`config.mk`:
```
export PLATFORM = sky130hd
export DESIGN_NAME = text_buffer
export DESIGN_NICKNAME = d
export VERILOG_FILES = /design/src/rtl/text_buffer_pkg.sv /design/src/rtl/text_buffer_ram.sv /design/src/rtl/text_buffer.sv
export SDC_FILE = /design/constraint.sdc
export NUM_CORES = 1
export LEC_CHECK = 0
export CAP_MARGIN = 40
export CORE_MARGIN = 5
export CORE_UTILIZATION = 47
export DETAILED_ROUTE_END_ITERATION = 7
export PLACE_DENSITY = 0.64
export RECOVER_POWER = 100
export SLEW_MARGIN = 20
export SYNTH_ARGS = -nofsm -noshare
export SYNTH_HDL_FRONTEND = slang
export SYNTH_SLANG_ARGS = --single-unit
```
`constraint.sdc`:
```
create_clock -name clk -period 4.05 [get_ports clk]
set_input_delay 0.405 -clock clk [delete_from_list [all_inputs] [get_ports clk]]
set_output_delay 0.405 -clock clk [all_outputs]
set_load 0.005 [all_outputs]
```
`src/rtl/text_buffer_pkg.sv`:
```
// Shared types and constants for the character text buffer.
// The SCROLL state exists only when TEXT_BUFFER_SCROLL_EN is defined.
package text_buffer_pkg;

    localparam logic [8:0] FILL_DEFAULT = 9'h120;

`ifdef TEXT_BUFFER_SCROLL_EN
    typedef enum logic [1:0] {
        IDLE,
        CLEAR,
        SCROLL
    } state_t;
`else
    typedef enum logic [1:0] {
        IDLE,
        CLEAR
    } state_t;
`endif

endpackage

```
`src/rtl/text_buffer_ram.sv`:
```
// Character cell storage: one write port, one registered display read port and,
// with TEXT_BUFFER_SCROLL_EN, a combinational internal read port for scrolling.
module text_buffer_ram #(
    parameter int          DEPTH  = 64,
    parameter int          AW     = 6,
    parameter int          DATA_W = 9,
    parameter logic [DATA_W-1:0] FILL = '0
) (
    input  logic              clk,
    input  logic              rst,
    input  logic              we,
    input  logic [AW-1:0]     waddr,
    input  logic [DATA_W-1:0] wdata,
    input  logic [AW-1:0]     rd_addr,
`ifdef TEXT_BUFFER_SCROLL_EN
    input  logic [AW-1:0]     ird_addr,
    output logic [DATA_W-1:0] ird_data,
`endif
    output logic [DATA_W-1:0] rd_data
);

    logic [DATA_W-1:0] mem [DEPTH];

    always_ff @(posedge clk) begin
        if (we) begin
            mem[waddr] <= wdata;
        end
    end

    // Non-blocking write above means a same-cycle read sees the old cell.
    always_ff @(posedge clk) begin
        if (rst) begin
            rd_data <= FILL;
        end else if ({1'b0, rd_addr} >= (AW+1)'(DEPTH)) begin
            rd_data <= FILL;
        end else begin
            rd_data <= mem[rd_addr];
        end
    end

`ifdef TEXT_BUFFER_SCROLL_EN
    assign ird_data = mem[ird_addr];
`endif

endmodule

```
`src/rtl/text_buffer.sv`:
```
// Text-mode character buffer with cursor, backspace and clear sequencer.
// Define TEXT_BUFFER_SCROLL_EN to scroll up one row instead of wrapping.
module text_buffer
    import text_buffer_pkg::*;
#(
    parameter int COLS   = 16,
    parameter int ROWS   = 4,
    parameter int DATA_W = 9,
    parameter logic [DATA_W-1:0] FILL = DATA_W'(FILL_DEFAULT),
    localparam int DEPTH = COLS * ROWS,
    localparam int AW    = $clog2(DEPTH)
) (
    input  logic              clk,
    input  logic              rst,
    input  logic              wr_en,
    input  logic [DATA_W-1:0] wr_data,
    input  logic              bs,
    input  logic              clr,
    input  logic [AW-1:0]     rd_addr,
    output logic [DATA_W-1:0] rd_data,
    output logic [AW-1:0]     cursor,
    output logic              busy
);

    localparam logic [AW-1:0] LAST = AW'(DEPTH - 1);

    state_t            state;
    logic [AW-1:0]     addr;
    logic              we;
    logic [AW-1:0]     waddr;
    logic [DATA_W-1:0] wdata;
    logic [AW-1:0]     bs_addr;

`ifdef TEXT_BUFFER_SCROLL_EN
    logic [AW-1:0]     ird_addr;
    logic [DATA_W-1:0] ird_data;
    assign ird_addr = addr + AW'(COLS);
`endif

    assign bs_addr = (cursor == '0) ? '0 : cursor - 1'b1;
    assign busy    = (state != IDLE);

    always_comb begin
        we    = 1'b0;
        waddr = addr;
        wdata = FILL;
        unique case (state)
            IDLE: begin
                if (clr) begin
                    we = 1'b0;
                end else if (wr_en) begin
                    we    = 1'b1;
                    waddr = cursor;
                    wdata = wr_data;
                end else if (bs) begin
                    we    = 1'b1;
                    waddr = bs_addr;
                end
            end
            CLEAR: begin
                we = 1'b1;
            end
`ifdef TEXT_BUFFER_SCROLL_EN
            SCROLL: begin
                we = 1'b1;
                if (addr < AW'(DEPTH - COLS)) begin
                    wdata = ird_data;
                end
            end
`endif
            default: we = 1'b0;
        endcase
    end

    always_ff @(posedge clk) begin
        if (rst) begin
            state  <= CLEAR;
            addr   <= '0;
            cursor <= '0;
        end else begin
            unique case (state)
                IDLE: begin
                    if (clr) begin
                        state  <= CLEAR;
                        addr   <= '0;
                        cursor <= '0;
                    end else if (wr_en) begin
                        if (cursor == LAST) begin
`ifdef TEXT_BUFFER_SCROLL_EN
                            state <= SCROLL;
                            addr  <= '0;
`else
                            cursor <= '0;
`endif
                        end else begin
                            cursor <= cursor + 1'b1;
                        end
                    end else if (bs) begin
                        cursor <= bs_addr;
                    end
                end
                CLEAR: begin
                    if (addr == LAST) begin
                        state <= IDLE;
                    end else begin
                        addr <= addr + 1'b1;
                    end
                end
`ifdef TEXT_BUFFER_SCROLL_EN
                SCROLL: begin
                    if (addr == LAST) begin
                        state  <= IDLE;
                        cursor <= AW'(DEPTH - COLS);
                    end else begin
                        addr <= addr + 1'b1;
                    end
                end
`endif
                default: state <= IDLE;
            endcase
        end
    end

    text_buffer_ram #(
        .DEPTH  (DEPTH),
        .AW     (AW),
        .DATA_W (DATA_W),
        .FILL   (FILL)
    ) u_ram (
        .clk      (clk),
        .rst      (rst),
        .we       (we),
        .waddr    (waddr),
        .wdata    (wdata),
        .rd_addr  (rd_addr),
`ifdef TEXT_BUFFER_SCROLL_EN
        .ird_addr (ird_addr),
        .ird_data (ird_data),
`endif
        .rd_data  (rd_data)
    );

endmodule

```
### Word-level counts from Yosys, hierarchy flattened

Memories as Yosys holds them, arrays and structs flattened. A register that Yosys moved wholly into a read port is not among the register bits.
Cells that the tools add are included.

| cells by class | value |
|---|---|
| add/sub/neg operators | 3 |
| eq/ne operators | 6 |
| muxes and demuxes | 24 |
| reductions and logical operators | 8 |

Operator list:

| kind | count |
|---|---|
| 6-bit 2-to-1 mux | 11 |
| 9-bit 2-to-1 mux | 3 |
| 6-bit by 1-bit adder with 6-bit output (second input constant) | 2 |
| 6-bit equality test (second input constant) | 2 |
| 6-bit case mux with 2 select lines | 1 |
| 6-bit zero test | 1 |
| 2-bit inequality test (second input constant) | 3 |
| 6-bit by 1-bit subtractor with 6-bit output (second input constant) | 1 |
| 1-bit 2-to-1 mux | 5 |
| 2-bit 2-to-1 mux | 2 |
| 2-bit case mux with 2 select lines | 1 |
| 2-bit AND reduction | 2 |
| 2-bit nonzero test | 2 |
| 3-bit AND reduction | 1 |
| 3-bit nonzero test | 1 |
| 2-bit by 1-bit equality test with 1-bit output (second input constant) | 1 |
| 2-bit zero test | 1 |
| 1-bit case mux with 2 select lines | 1 |

| storage, ports and cells | value |
|---|---|
| bits in registers | 14 |
| RAM bits | 576 |
| input port bits | 20 |
| output and inout port bits | 16 |
| logic and storage cells | 45 |
| memories kept | 1 |

Memories:

| name | words | width | rd ports | clocked after Yosys merged registers in | write ports | RTL line | text |
|---|---|---|---|---|---|---|---|
| u_ram.mem | 64 | 9 | 1 | 1 | 1 | text_buffer_ram.sv:22 | `logic [DATA_W-1:0] mem [DEPTH];` |

### Logic depth before layout (Yosys ltp)

Gate-level depths: netlist of run 1.

| depth | value |
|---|---|
| depth after elaboration | 6 |
| mapped depth | 10 |
| gate-level depth less buffers | 8 |

### By module

A second synthesis of run 1 with hierarchy kept.

| second synthesis, totals | value |
|---|---|
| cell total of the unflattened synthesis | 1,149 |
| area, all modules | 23,596.4 um2 |

Modules (own cells, without submodules):

| module | times used | cells each | area each (um2) | sequential area each (um2) |
|---|---|---|---|---|
| text_buffer_ram | 1 | 1,005 | 22,536.6 | 17,476.8 |
| text_buffer | 1 | 144 | 1,059.8 | 260.2 |

### Worst setup path after synthesis of run 1

OpenSTA, ideal clock, no wires.

| path | value |
|---|---|
| kind | reg-to-reg |
| start | register cursor[0] |
| end | memory u_ram.mem[16][0] (enable) |
| library setup time | 0.374 ns |
| data arrival time | 2.758 ns |
| data required time | 3.676 ns |
| path slack | 0.917 ns |
| stages on the path, launching flop included | 11 |
| buffers on the path | 2 |
| clock period less this slack | 3.133 ns |
| cells stage by stage | dfxtp_1 > clkbuf_1 > inv_1 > ha_1 > or4b_4 > nor2_4 > a21oi_2 > o221a_4 > or4_4 > buf_6 > nor2_1 |

| on the way | value |
|---|---|
| cells in the longest elaborated chain, start to end | 6 |
| elaborated cells on any way between the ends | 7 |
| classes of those cells | 1 x add/sub; 5 x mux; 1 x reduce/logical |

RTL lines:

| element | RTL line | text |
|---|---|---|
| start, declared | text_buffer.sv:21 | `output logic [AW-1:0] cursor,` |
| start signal, assigned | text_buffer.sv:96 | `cursor <= cursor + 1'b1;` |
| start signal, assigned | text_buffer.sv:99 | `cursor <= bs_addr;` |
| 6-bit by 1-bit subtractor with 6-bit output / 6-bit zero test (equally long branches) | text_buffer.sv:40 | `assign bs_addr = (cursor == '0) ? '0 : cursor - 1'b1;` |
| 6-bit 2-to-1 mux | text_buffer.sv:40 |  |
| 6-bit 2-to-1 mux | text_buffer.sv:55 | `end else if (bs) begin` |
| 6-bit 2-to-1 mux (*) | text_buffer.sv:51 | `end else if (wr_en) begin` |
| 6-bit 2-to-1 mux (*) | text_buffer.sv:49 | `if (clr) begin` |
| 6-bit 2-to-1 mux (*) | text_buffer.sv:47 | `unique case (state)` |
| end, declared | text_buffer_ram.sv:22 |  |

Mark *: on every way between the ends. The rest lies on a longest branch, timed or not.

### Worst setup path in the final report of run 1

| path | value |
|---|---|
| start | register cursor[0] |
| end | memory u_ram.mem[12][2] (enable) |

The elaborated chain is that of the path after synthesis.

==> metrics.md, run 1 <==
| Metric | Value |
|---|---|
| Num CTS Buffers | `57` |
| Ports | `36` |
| Most used cell along the critical path | `nor2_1` |
| Worst Reg-to-Reg Cells | `9` |
| Kind of critical path | `register to register` |
| CP max-delay cell | `nand4_1` |
| Least-Margin Pin Slew | `roughly 2.2 ns` |
| Placer congestion estimate | `between 0.8 and 0.9` |
| Critical Path Start Type | `register` |
| CP top delay family | `simple AND/OR/NAND/NOR gates` |
| Grt ovf | `0` |
| Via count | `12026` |
| Failing checks | `max-capacitance violations, max-slew violations` |
| WP data arrival | `about 4.0 ns` |
| TritonCTS clock tree | `done` |
| Area of the core | `around 50000 µm²` |
| Prevailing post-synth register cell | `edfxtp_1` |
| Area of the mapped netlist | `around 24000 µm²` |
| Unrepaired setup endpoints after global routing | `no` |
| Hold Path Class | `register to register` |
| Post-CTS Resized | `0` |
| Slew headroom | `-49.0%` |
| FF-to-FF Start | `cursor[0]$_SDFFE_PP0P_` |
| Final period utilization | `91.0%` |
| Asr flop ratio synth | `0%` |
| IO Port Bufs | `35` |
| Die span in y | `235 µm` |
| Final Critical Period | `3.69 ns` |
| Ant diodes | `0` |
| Max-cap violations | `5` |
| Cell row count | `between 80 and 90` |
| Crit-path max FO | `10` |
| Ys Warns | `0` |
| Power per Cell Area | `approximately 460 nW/µm²` |
| Min-delay src | `addr[2]$_SDFFE_PP0P_` |
| Total negative slack | `0 ns` |
| Static Leak | `~8.5 nW` |
| ANT nets after route | `0` |
| R2R Setup Slk | `around 0.36 ns` |
| Worst EP required | `between 4 and 5 ns` |
| Outcome | `finished, violations left` |
| Max rail drop VDD | `around 0.00029 V` |
| Worst skew pair latency | `approximately 0.6 ns` |
| CP Launch Point | `cursor[0]$_SDFFE_PP0P_` |
| Drt pass-1 iters | `5` |
| Worst setup path endpoint | `u_ram.mem[12][2]$_DFFE_PP_` |
| Worst Setup End Kind | `register` |
| DPL Wire Length | `between 30000 and 40000 µm` |
| Max Clock Freq | `between 0.2 and 0.3 GHz` |
| Synth Net Count | `approximately 1200` |
| EDFF count, synth | `between 500 and 600` |
| Residual DRC | `0` |
| Initial antenna violation count | `0` |
| Maximum root-to-sink buffer count | `3` |
| Pin count of the biggest net entering global routing | `between 60 and 70` |
| Number of synthesized register bits | `about 600` |
| Gr usage total | `about a fifth` |
| Skew final | `0.0287 ns` |
| CP Buf/Inv Count | `2` |
| Drt total wl | `54700 µm` |
| Clk sink count | `between 500 and 600` |
| DRT iter0 DRCs | `1428` |
| Synth Instances | `between 1000 and 1500` |
| Hold violation count in the final report | `0` |
| Die Width | `roughly 230 µm` |
| Initial core utilization | `roughly 47%` |
| Hold_ws | `0.545 ns` |
| Slew Limit Fails | `about 230` |
| CP max stage delay | `0.55 ns` |
| CP Depth | `9` |
| Syn_area_per_cell | `between 20 and 25 µm²` |
| Fraction of layout cells with a size suffix above 1 | `approximately a quarter` |
| Die Footprint | `between 50000 and 60000 µm²` |
| Avg WL per Cell | `between 20 and 30 µm` |
| Layout area overhead | `14.6%` |
| RR Endpoint | `u_ram.mem[12][2]$_DFFE_PP_` |
| Cells along the critical path | `inv_1, ha_1, or4b_1, nor2_1, a21oi_1, o221ai_1, nand4_1, nor2_1, clkbuf_2` |
| Root Driver | `clkbuf_16` |
| CTS Hold Bufs | `0` |
| Nets | `1341` |
| Drt via density | `roughly 5.9` |
| Synth unique cells | `61` |
| Setup Fix Bufs, Post-CTS | `0` |
| First-pass GRT wire length | `81100 µm` |
| Vias in the first global route | `11924` |
| Total power | `around 13 mW` |
| H-tree Lvls | `2` |
| Final Setup Violations | `0` |
| Reg clk slew, reported paths | `about 0.06 ns` |
| Post-synthesis sequential area ratio | `about three quarters` |
-- placed cells by master, fill, tap and decap left out, types with 8 or more instances in the layout --
cell and count:
edfxtp_1 576, mux4_2 154, nor2_1 90, clkbuf_16 62, clkbuf_1 54, buf_4 49, mux2i_1 42, nand2_1 38
dfxtp_1 22, a21oi_1 18, clkdlybuf4s50_1 18, clkbuf_2 16, a22oi_1 14, o21ai_0 14, dlygate4sd3_1 14, nand3_1 13
o211ai_1 13, nor2b_1 12, clkinv_1 8, clkinv_2 8
-- worst register-to-register path: cells and delay by family, from the launching register on --
family,cells,cell delay [ns]
flops,1,0.41
simple gates,4,1.70
compound gates,2,0.53
fa+ha+maj,1,0.19
buf+inv,2,0.53
-- layout make-up --
class / instances / area, µm²
fillers: 3984 / 22900
flip-flops and latches: 598 / 17700
multi-input cells: 506 / 5650
well taps: 672 / 841
repair buffers: 147 / 1060
clock inverters: 25 / 230
inverters: 7 / 26.3
clock buffers: 74 / 1620
-- kinds of logic (layout without fill, tap and decap cells) --
kind of cell,after synthesis,count (layout),share of synthesized area [%]
DFF,598,598,74.8
adders and majority gates,4,4,0.211
muxes,198,198,16.5
AOI/OAI and AO/OA,100,100,3.06
buffers and inverters,67,253,1.28
xor gates and xnor gates,5,5,0.185
and+or+nand+nor,199,199,3.94
-- registers in the layout (all words and copies together), names as in the netlist --
| register | flops |
|---|---|
| u_ram.mem | 576 |
| state | 1 |
| addr | 6 |
| cursor | 6 |
| u_ram.rd_data | 9 |
-- stage by stage --
stage,utilization [%],cells,area (µm²),setup slack [ns]
after floorplan,-,1171,23700,0.917
after global placement,51.0,1927,25500,0.534
after detailed placement,51.0,1929,25600,0.511
after CTS,54.7,2028,27400,0.656
after global routing,54.2,2029,27200,0.242
final,54.2,2029,27200,0.363
-- per-layer routing --
metal,vias to the layer above,track usage [%],wire length (µm),share of wire (%)
met5,-,0,0,0
met4,0,4.58,1140,2.1
met3,80,3.65,3770,6.9
met2,464,30.8,25600,47
met1,6343,30.8,24100,44
li1,5139,-,-,-
-- worst min path at each step --
stage | to | slack [ns] | cells past startpoint
6_report | addr[2]$_SDFFE_PP0P_ | 0.55 | 2
5_1_grt | addr[2]$_SDFFE_PP0P_ | 0.59 | 2
4_1_cts | addr[2]$_SDFFE_PP0P_ | 0.54 | 2
3_5_place_dp | addr[2]$_SDFFE_PP0P_ | 0.53 | 2
3_3_place_gp | addr[2]$_SDFFE_PP0P_ | 0.53 | 2
2_1_floorplan | addr[2]$_SDFFE_PP0P_ | 0.49 | 2
-- Yosys cell counts (5+ instances only) --
| cell | number | area share, % |
|---|---|---|
| a211oi_1 | 5 | 0.16 |
| a21oi_1 | 17 | 0.36 |
| a221oi_1 | 6 | 0.22 |
| a22oi_1 | 14 | 0.44 |
| a31oi_1 | 6 | 0.16 |
| and2_1 | 5 | 0.13 |
| and3_1 | 8 | 0.21 |
| buf_1 | 14 | 0.22 |
| buf_2 | 20 | 0.42 |
| clkbuf_1 | 22 | 0.35 |
| dfxtp_1 | 22 | 1.9 |
| edfxtp_1 | 576 | 73 |
| inv_1 | 7 | 0.11 |
| mux2i_1 | 42 | 1.8 |
| mux4_2 | 154 | 15 |
| nand2_1 | 38 | 0.60 |
| nand3_1 | 13 | 0.27 |
| nor2_1 | 89 | 1.4 |
| nor2b_1 | 12 | 0.32 |
| nor3_1 | 6 | 0.13 |
| o211ai_1 | 13 | 0.41 |
| o21ai_0 | 14 | 0.30 |
| or2_2 | 5 | 0.13 |
-- power by group --
part	total (mW)	internal [mW]	leakage, nW	switching, mW
clock network	5.27	3.05	0.900	2.22
registers	6.73	6.72	5.31	0.0117
logic	0.520	0.231	2.32	0.290
total	12.5	10.0	8.53	2.52
Power figures use the tool's default switching activity.
==> run 2, diff against run 1 <==
--- a/config.mk
+++ b/config.mk
@@ -9,6 +9,7 @@
 export CORE_MARGIN = 5
 export CORE_UTILIZATION = 47
 export DETAILED_ROUTE_END_ITERATION = 7
+export MAX_ROUTING_LAYER = met4
 export PLACE_DENSITY = 0.64
 export RECOVER_POWER = 100
 export SLEW_MARGIN = 20
==> metrics.md, run 2 (same netlist as run 1, synthesis figures left out) <==
| Metric | Value |
|---|---|
| Outcome | `finished, violations left` |
| Failing checks | `max-capacitance violations, max-slew violations` |
| Hold violation count in the final report | `0 (unchanged)` |
| Grt ovf | `0 (unchanged)` |
| Static Leak | `8.54 nW (about the same)` |
| Die span in y | `235 µm (unchanged)` |
| Total power | `12.5 mW (about the same)` |
| Worst slack, placed | `0.511 ns (unchanged)` |
| Area of the core | `50100 µm² (unchanged)` |
| Via count | `12096 (+0.58%)` |
| Most used cell along the critical path | `nor2_1` |
| Post-route core utilization | `54.3% (about the same)` |
| DPL Wire Length | `34200 µm (unchanged)` |
| Worst skew pair latency | `0.61 ns (about the same)` |
| Placer congestion estimate | `0.894 (+1.7%)` |
| Num CTS Buffers | `57 (unchanged)` |
| Psw | `2.52 mW (+0.13%)` |
| Worst Setup End Kind | `register` |
| Switching Share | `20.2% (+0.024 points)` |
| Nets | `1342 (+0.075%)` |
| Max FFs per register | `576 (unchanged)` |
| CP Buf/Inv Count | `2 (unchanged)` |
| Clk sink count | `598 (unchanged)` |
| Vias in the first global route | `11900 (-0.20%)` |
| ANT nets after route | `0 (unchanged)` |
| Die Width | `235 µm (unchanged)` |
| Die Footprint | `55000 µm² (unchanged)` |
| Cell internal pwr | `10.0 mW (about the same)` |
| Gr usage total | `20.8% (+0.62 points)` |
| CP max stage delay | `0.54 ns (about the same)` |
| Final Critical Period | `3.67 ns (-0.0153 ns)` |
| Final Setup Violations | `0 (unchanged)` |
| CTS Hold Bufs | `0 (unchanged)` |
| Max rail drop VDD | `0.000287 V (+0.15%)` |
| Drt total wl | `54700 µm (about the same)` |
| Most used cells in the layout excluding fill and tap cells | `edfxtp_1 (576), mux4_2 (154), nor2_1 (90)` |
| Drt via density | `5.96 (+0.53%)` |
| Hold_ws | `0.547 ns (+0.00149 ns)` |
| Ports | `36 (unchanged)` |
| Top Registers | `u_ram.mem (576), u_ram.rd_data (9)` |
| Max-cap violations | `4 (-1)` |
| Min setup slack post-route | `0.379 ns (+0.0153 ns)` |
| Max Clock Freq | `0.272 GHz (+0.42%)` |
| Root Driver | `clkbuf_16` |
| Least-Margin Pin Slew | `1.89 ns (-0.345 ns)` |
| DRT iter0 DRCs | `1444 (+1.1%)` |
| Logic pwr share | `4.2% (about the same)` |
| Layout area overhead | `14.6% (about the same)` |
| Maximum root-to-sink buffer count | `3 (unchanged)` |
| Cell Area, Placed | `25600 µm² (unchanged)` |
| R2R Setup Slk | `0.38 ns (+0.02 ns)` |
| Clock power frac | `42.1% (about the same)` |
| Post-CTS Resized | `0 (unchanged)` |
| Final period utilization | `90.6% (-0.38 points)` |
| Total negative slack | `0 ns (unchanged)` |
| First-pass GRT wire length | `81200 µm (about the same)` |
| IO Port Bufs | `35 (unchanged)` |
| Drt pass-1 iters | `5 (unchanged)` |
| Sequential Power Share | `53.7% (about the same)` |
| CP top delay family | `simple AND/OR/NAND/NOR gates` |
| Slew headroom | `-26.0% (+23 points)` |
| CP max-delay cell | `or4b_1` |
| Skew final | `0.0254 ns (-0.00332 ns)` |
| Kind of critical path | `register to register` |
| Hold Path Class | `register to register` |
| Initial antenna violation count | `0 (unchanged)` |
| Unrepaired setup endpoints after global routing | `no` |
| Residual DRC | `0 (unchanged)` |
| Worst EP required | `4.33 ns (about the same)` |
| Initial core utilization | `47.3% (unchanged)` |
| Final Non-Filler Cells | `2030 (+0.049%)` |
| Power per Cell Area | `461 nW/µm² (about the same)` |
| Avg WL per Cell | `27.0 µm (about the same)` |
| Slew Limit Fails | `164 (-29%)` |
| Biggest register | `u_ram.mem` |
| WP data arrival | `3.95 ns (-0.02 ns)` |
| Pin count of the biggest net entering global routing | `67 (unchanged)` |
| Reg clk slew, reported paths | `0.06 ns (about the same)` |
| Crit-path max FO | `10 (unchanged)` |
| Most common cell after layout, fill and taps aside | `edfxtp_1` |
| Critical Path Start Type | `register` |
| TritonCTS clock tree | `done` |
| Post-Place Cells | `1929 (unchanged)` |
| Ant diodes | `0 (unchanged)` |
| Design Area, Final | `27200 µm² (about the same)` |
| H-tree Lvls | `2 (unchanged)` |
| Cell row count | `82 (unchanged)` |
| Fraction of layout cells with a size suffix above 1 | `23.3% (-0.091 points)` |
| Cells along the critical path | `inv_1, ha_1, or4b_1, nor2_1, a21oi_1, o221ai_1, nand4_1, nor2_1, clkbuf_2` |
| Setup Fix Bufs, Post-CTS | `0 (unchanged)` |
[run 2: path summary, 6_finish.rpt]
check / startpoint / endpoint / cells past startpoint
worst max-delay path: cursor[0]$_SDFFE_PP0P_ / u_ram.mem[12][2]$_DFFE_PP_ / 9
worst min-delay path: addr[2]$_SDFFE_PP0P_ / addr[2]$_SDFFE_PP0P_ / 2
worst max register to register: cursor[0]$_SDFFE_PP0P_ / u_ram.mem[12][2]$_DFFE_PP_ / 9
worst min register to register: addr[2]$_SDFFE_PP0P_ / addr[2]$_SDFFE_PP0P_ / 2
[run 2: power groups by stage]
stage                     sequential (mW)  clock, mW  combinational (mW)
after floorplan                      6.86          0               0.314
after global placement               6.86          0               0.518
after detailed placement             6.86          0               0.525
after CTS                            6.73       5.36               0.527
after global routing                 6.73       5.62               0.553
final                                6.73       5.27               0.521
[run 2: area by class of cell]
type / instances / area, µm²
Fill cell: 3983 / 22900
Clock inverter: 25 / 230
Timing Repair Buffer: 148 / 1070
Multi-Input combinational cell: 506 / 5650
Sequential cell: 598 / 17700
Tap cell: 672 / 841
Inverter: 7 / 26.3
Clock buffer: 74 / 1620
[run 2: tightest hold or removal path, stage by stage, from the launching register on]
cell and delay [ns]:
dfxtp_1 0.35, nand2_1 0.08, a21oi_1 0.06
[run 2: metal layers]
metal	global-route usage (%)	share of wire, %
met1	30.9	44
met2	30.8	47
met3	3.61	7.2
met4	4.54	2.1
met5	-	0
==> run 3, diff against run 2 <==
--- a/config.mk
+++ b/config.mk
@@ -8,11 +8,12 @@
 export CAP_MARGIN = 40
 export CORE_MARGIN = 5
 export CORE_UTILIZATION = 47
+export CTS_CLUSTER_DIAMETER = 150
+export CTS_CLUSTER_SIZE = 25
 export DETAILED_ROUTE_END_ITERATION = 7
 export MAX_ROUTING_LAYER = met4
 export PLACE_DENSITY = 0.64
 export RECOVER_POWER = 100
-export SLEW_MARGIN = 20
 export SYNTH_ARGS = -nofsm -noshare
 export SYNTH_HDL_FRONTEND = slang
 export SYNTH_SLANG_ARGS = --single-unit
==> metrics.md, run 3 (same netlist as run 1, synthesis figures left out) <==
| Metric | Value |
|---|---|
| Root Driver | `clkbuf_16` |
| Hold Path Class | `register to register` |
| Die span in y | `235 µm (unchanged)` |
| Slew headroom | `-55.1% (-29 points)` |
| H-tree Lvls | `1 (-1)` |
| DPL Wire Length | `34200 µm (unchanged)` |
| Initial core utilization | `47.3% (unchanged)` |
| Most common cell after layout, fill and taps aside | `edfxtp_1` |
| Ant diodes | `0 (unchanged)` |
| Ports | `36 (unchanged)` |
| Critical Path Start Type | `register` |
| Drt via density | `5.97 (+0.25%)` |
| Worst skew pair latency | `0.59 ns (-0.02 ns)` |
| Final period utilization | `90.2% (-0.47 points)` |
| Cell row count | `82 (unchanged)` |
| Crit-path max FO | `10 (unchanged)` |
| Setup Fix Bufs, Post-CTS | `0 (unchanged)` |
| Hold violation count in the final report | `0 (unchanged)` |
| ANT nets after route | `0 (unchanged)` |
| Min-delay src | `addr[2]$_SDFFE_PP0P_` |
| RR Endpoint | `u_ram.mem[12][1]$_DFFE_PP_` |
| Nets | `1310 (-2.4%)` |
| CP max-delay cell | `or4b_1` |
| Worst EP required | `4.31 ns (-0.02 ns)` |
| Worst Reg-to-Reg Cells | `9 (unchanged)` |
| Reg clk slew, reported paths | `0.10 ns (+0.04 ns)` |
| Drt pass-1 iters | `5 (unchanged)` |
| Post-route core utilization | `52.0% (-2.3 points)` |
| First-pass GRT wire length | `79900 µm (-1.6%)` |
| Avg WL per Cell | `27.3 µm (+1.2%)` |
| Most used cells in the layout excluding fill and tap cells | `edfxtp_1 (576), mux4_2 (154), nor2_1 (90)` |
| FF-to-FF Start | `cursor[0]$_SDFFE_PP0P_` |
| Maximum root-to-sink buffer count | `3 (unchanged)` |
| Slew Limit Fails | `235 (+43%)` |
| Placer congestion estimate | `0.894 (unchanged)` |
| Max rail drop VDD | `0.000323 V (+13%)` |
| Kind of critical path | `register to register` |
| Pin count of the biggest net entering global routing | `67 (unchanged)` |
| Die Width | `235 µm (unchanged)` |
| Power per Cell Area | `397 nW/µm² (-14%)` |
| Drt total wl | `53900 µm (-1.5%)` |
| Residual DRC | `0 (unchanged)` |
| WP data arrival | `3.91 ns (-0.04 ns)` |
| CP max stage delay | `0.54 ns (about the same)` |
| Final Setup Violations | `0 (unchanged)` |
| IO Port Bufs | `35 (unchanged)` |
| Top Registers | `u_ram.mem (576), u_ram.rd_data (9)` |
| TritonCTS clock tree | `done` |
| Area of the core | `50100 µm² (unchanged)` |
| Most used cell along the critical path | `nor2_1` |
| Layout area overhead | `9.89%` |
| Cells along the critical path | `inv_1, ha_1, or4b_1, nor2_1, a21oi_1, o221ai_1, nand4_1, nor2_1, clkbuf_2` |
| Fraction of layout cells with a size suffix above 1 | `20.2% (-3.2 points)` |
| Grt ovf | `0 (unchanged)` |
| Worst Hold Depth | `2 (unchanged)` |
| Max Clock Freq | `0.274 GHz (+0.52%)` |
| Biggest register | `u_ram.mem` |
| Worst Setup End Kind | `register` |
| Die Footprint | `55000 µm² (unchanged)` |
| Via count | `11810 (-2.4%)` |
| Least-Margin Pin Slew | `2.33 ns (+0.437 ns)` |
| Unrepaired setup endpoints after global routing | `no` |
| Initial antenna violation count | `0 (unchanged)` |
| Max FFs per register | `576 (unchanged)` |
| Vias in the first global route | `11626 (-2.3%)` |
| Total power | `10.3 mW (-17%)` |
| Num CTS Buffers | `27 (-53%)` |
| Gr usage total | `20.3% (-0.50 points)` |
| Final Critical Period | `3.65 ns (-0.0189 ns)` |
| Total negative slack | `0 ns (unchanged)` |
| FILL cells | `4073 (+2.3%)` |
| Failing checks | `max-capacitance violations, max-slew violations` |
| Skew final | `0.0208 ns (-0.00464 ns)` |
| Clk sink count | `598 (unchanged)` |
| DRT iter0 DRCs | `1427 (-1.2%)` |
| Static Leak | `7.98 nW (-6.5%)` |
| Max-cap violations | `5 (+1)` |
| Outcome | `finished, violations left` |
| Post-CTS Resized | `0 (unchanged)` |
| CTS Hold Bufs | `0 (unchanged)` |
| Worst Hold Path EP | `addr[2]$_SDFFE_PP0P_` |
| R2R Setup Slk | `0.40 ns (+0.02 ns)` |
[run 3: worst max-delay path, delay by kind of cell (launching register included)]
kind	cells	cell delay, ns
AOI/OAI and AO/OA	2	0.52
adders and majority gates	1	0.19
buffers and inverters	2	0.53
DFF	1	0.42
and+or+nand+nor	4	1.67
[run 3: worst max path at each step]
stage                                      start                         end  slack (ns)  cells after the start
after detailed placement                   wr_en  u_ram.mem[12][2]$_DFFE_PP_        0.51                      9
final                     cursor[0]$_SDFFE_PP0P_  u_ram.mem[12][1]$_DFFE_PP_        0.40                      9
after CTS                 cursor[0]$_SDFFE_PP0P_  u_ram.mem[12][2]$_DFFE_PP_        0.66                      9
after global placement                     wr_en  u_ram.mem[12][2]$_DFFE_PP_        0.53                      9
after global routing      cursor[0]$_SDFFE_PP0P_  u_ram.mem[12][7]$_DFFE_PP_        0.24                      9
after floorplan           cursor[0]$_SDFFE_PP0P_  u_ram.mem[16][0]$_DFFE_PP_        0.92                     10
[run 3: per-layer routing]
metal | GRT usage (%) | share of wire, %
met1 | 30.8 | 44
met2 | 30.4 | 47
met3 | 2.41 | 7.0
met4 | 3.98 | 1.9
met5 | - | 0
[run 3: metrics by stage]
stage                     cells  area, µm²  setup slack [ns]  hold slack, ns
after floorplan            1171      23700             0.917           0.485
after global placement     1927      25500             0.534           0.530
after detailed placement   1929      25600             0.511           0.535
after CTS                  1977      26300             0.661           0.550
after global routing       1977      26000             0.244           0.599
final                      1977      26000             0.398           0.552
[run 3: power breakdown]
group | switching (mW) | internal (mW)
Combinational | 0.289 | 0.231
Sequential | 0.0115 | 6.71
Clock | 1.81 | 1.29
Total | 2.11 | 8.23
[run 3: area by class of cell]
cell class | count | area, µm² | share of cell area (%)
clock buffers | 48 | 764 | 2.93
inverters | 7 | 26.3 | 0.101
repair buffers | 146 | 1030 | 3.95
flip-flops and latches | 598 | 17700 | 68.1
multi-input cells | 506 | 5650 | 21.7
well taps | 672 | 841 | 3.23
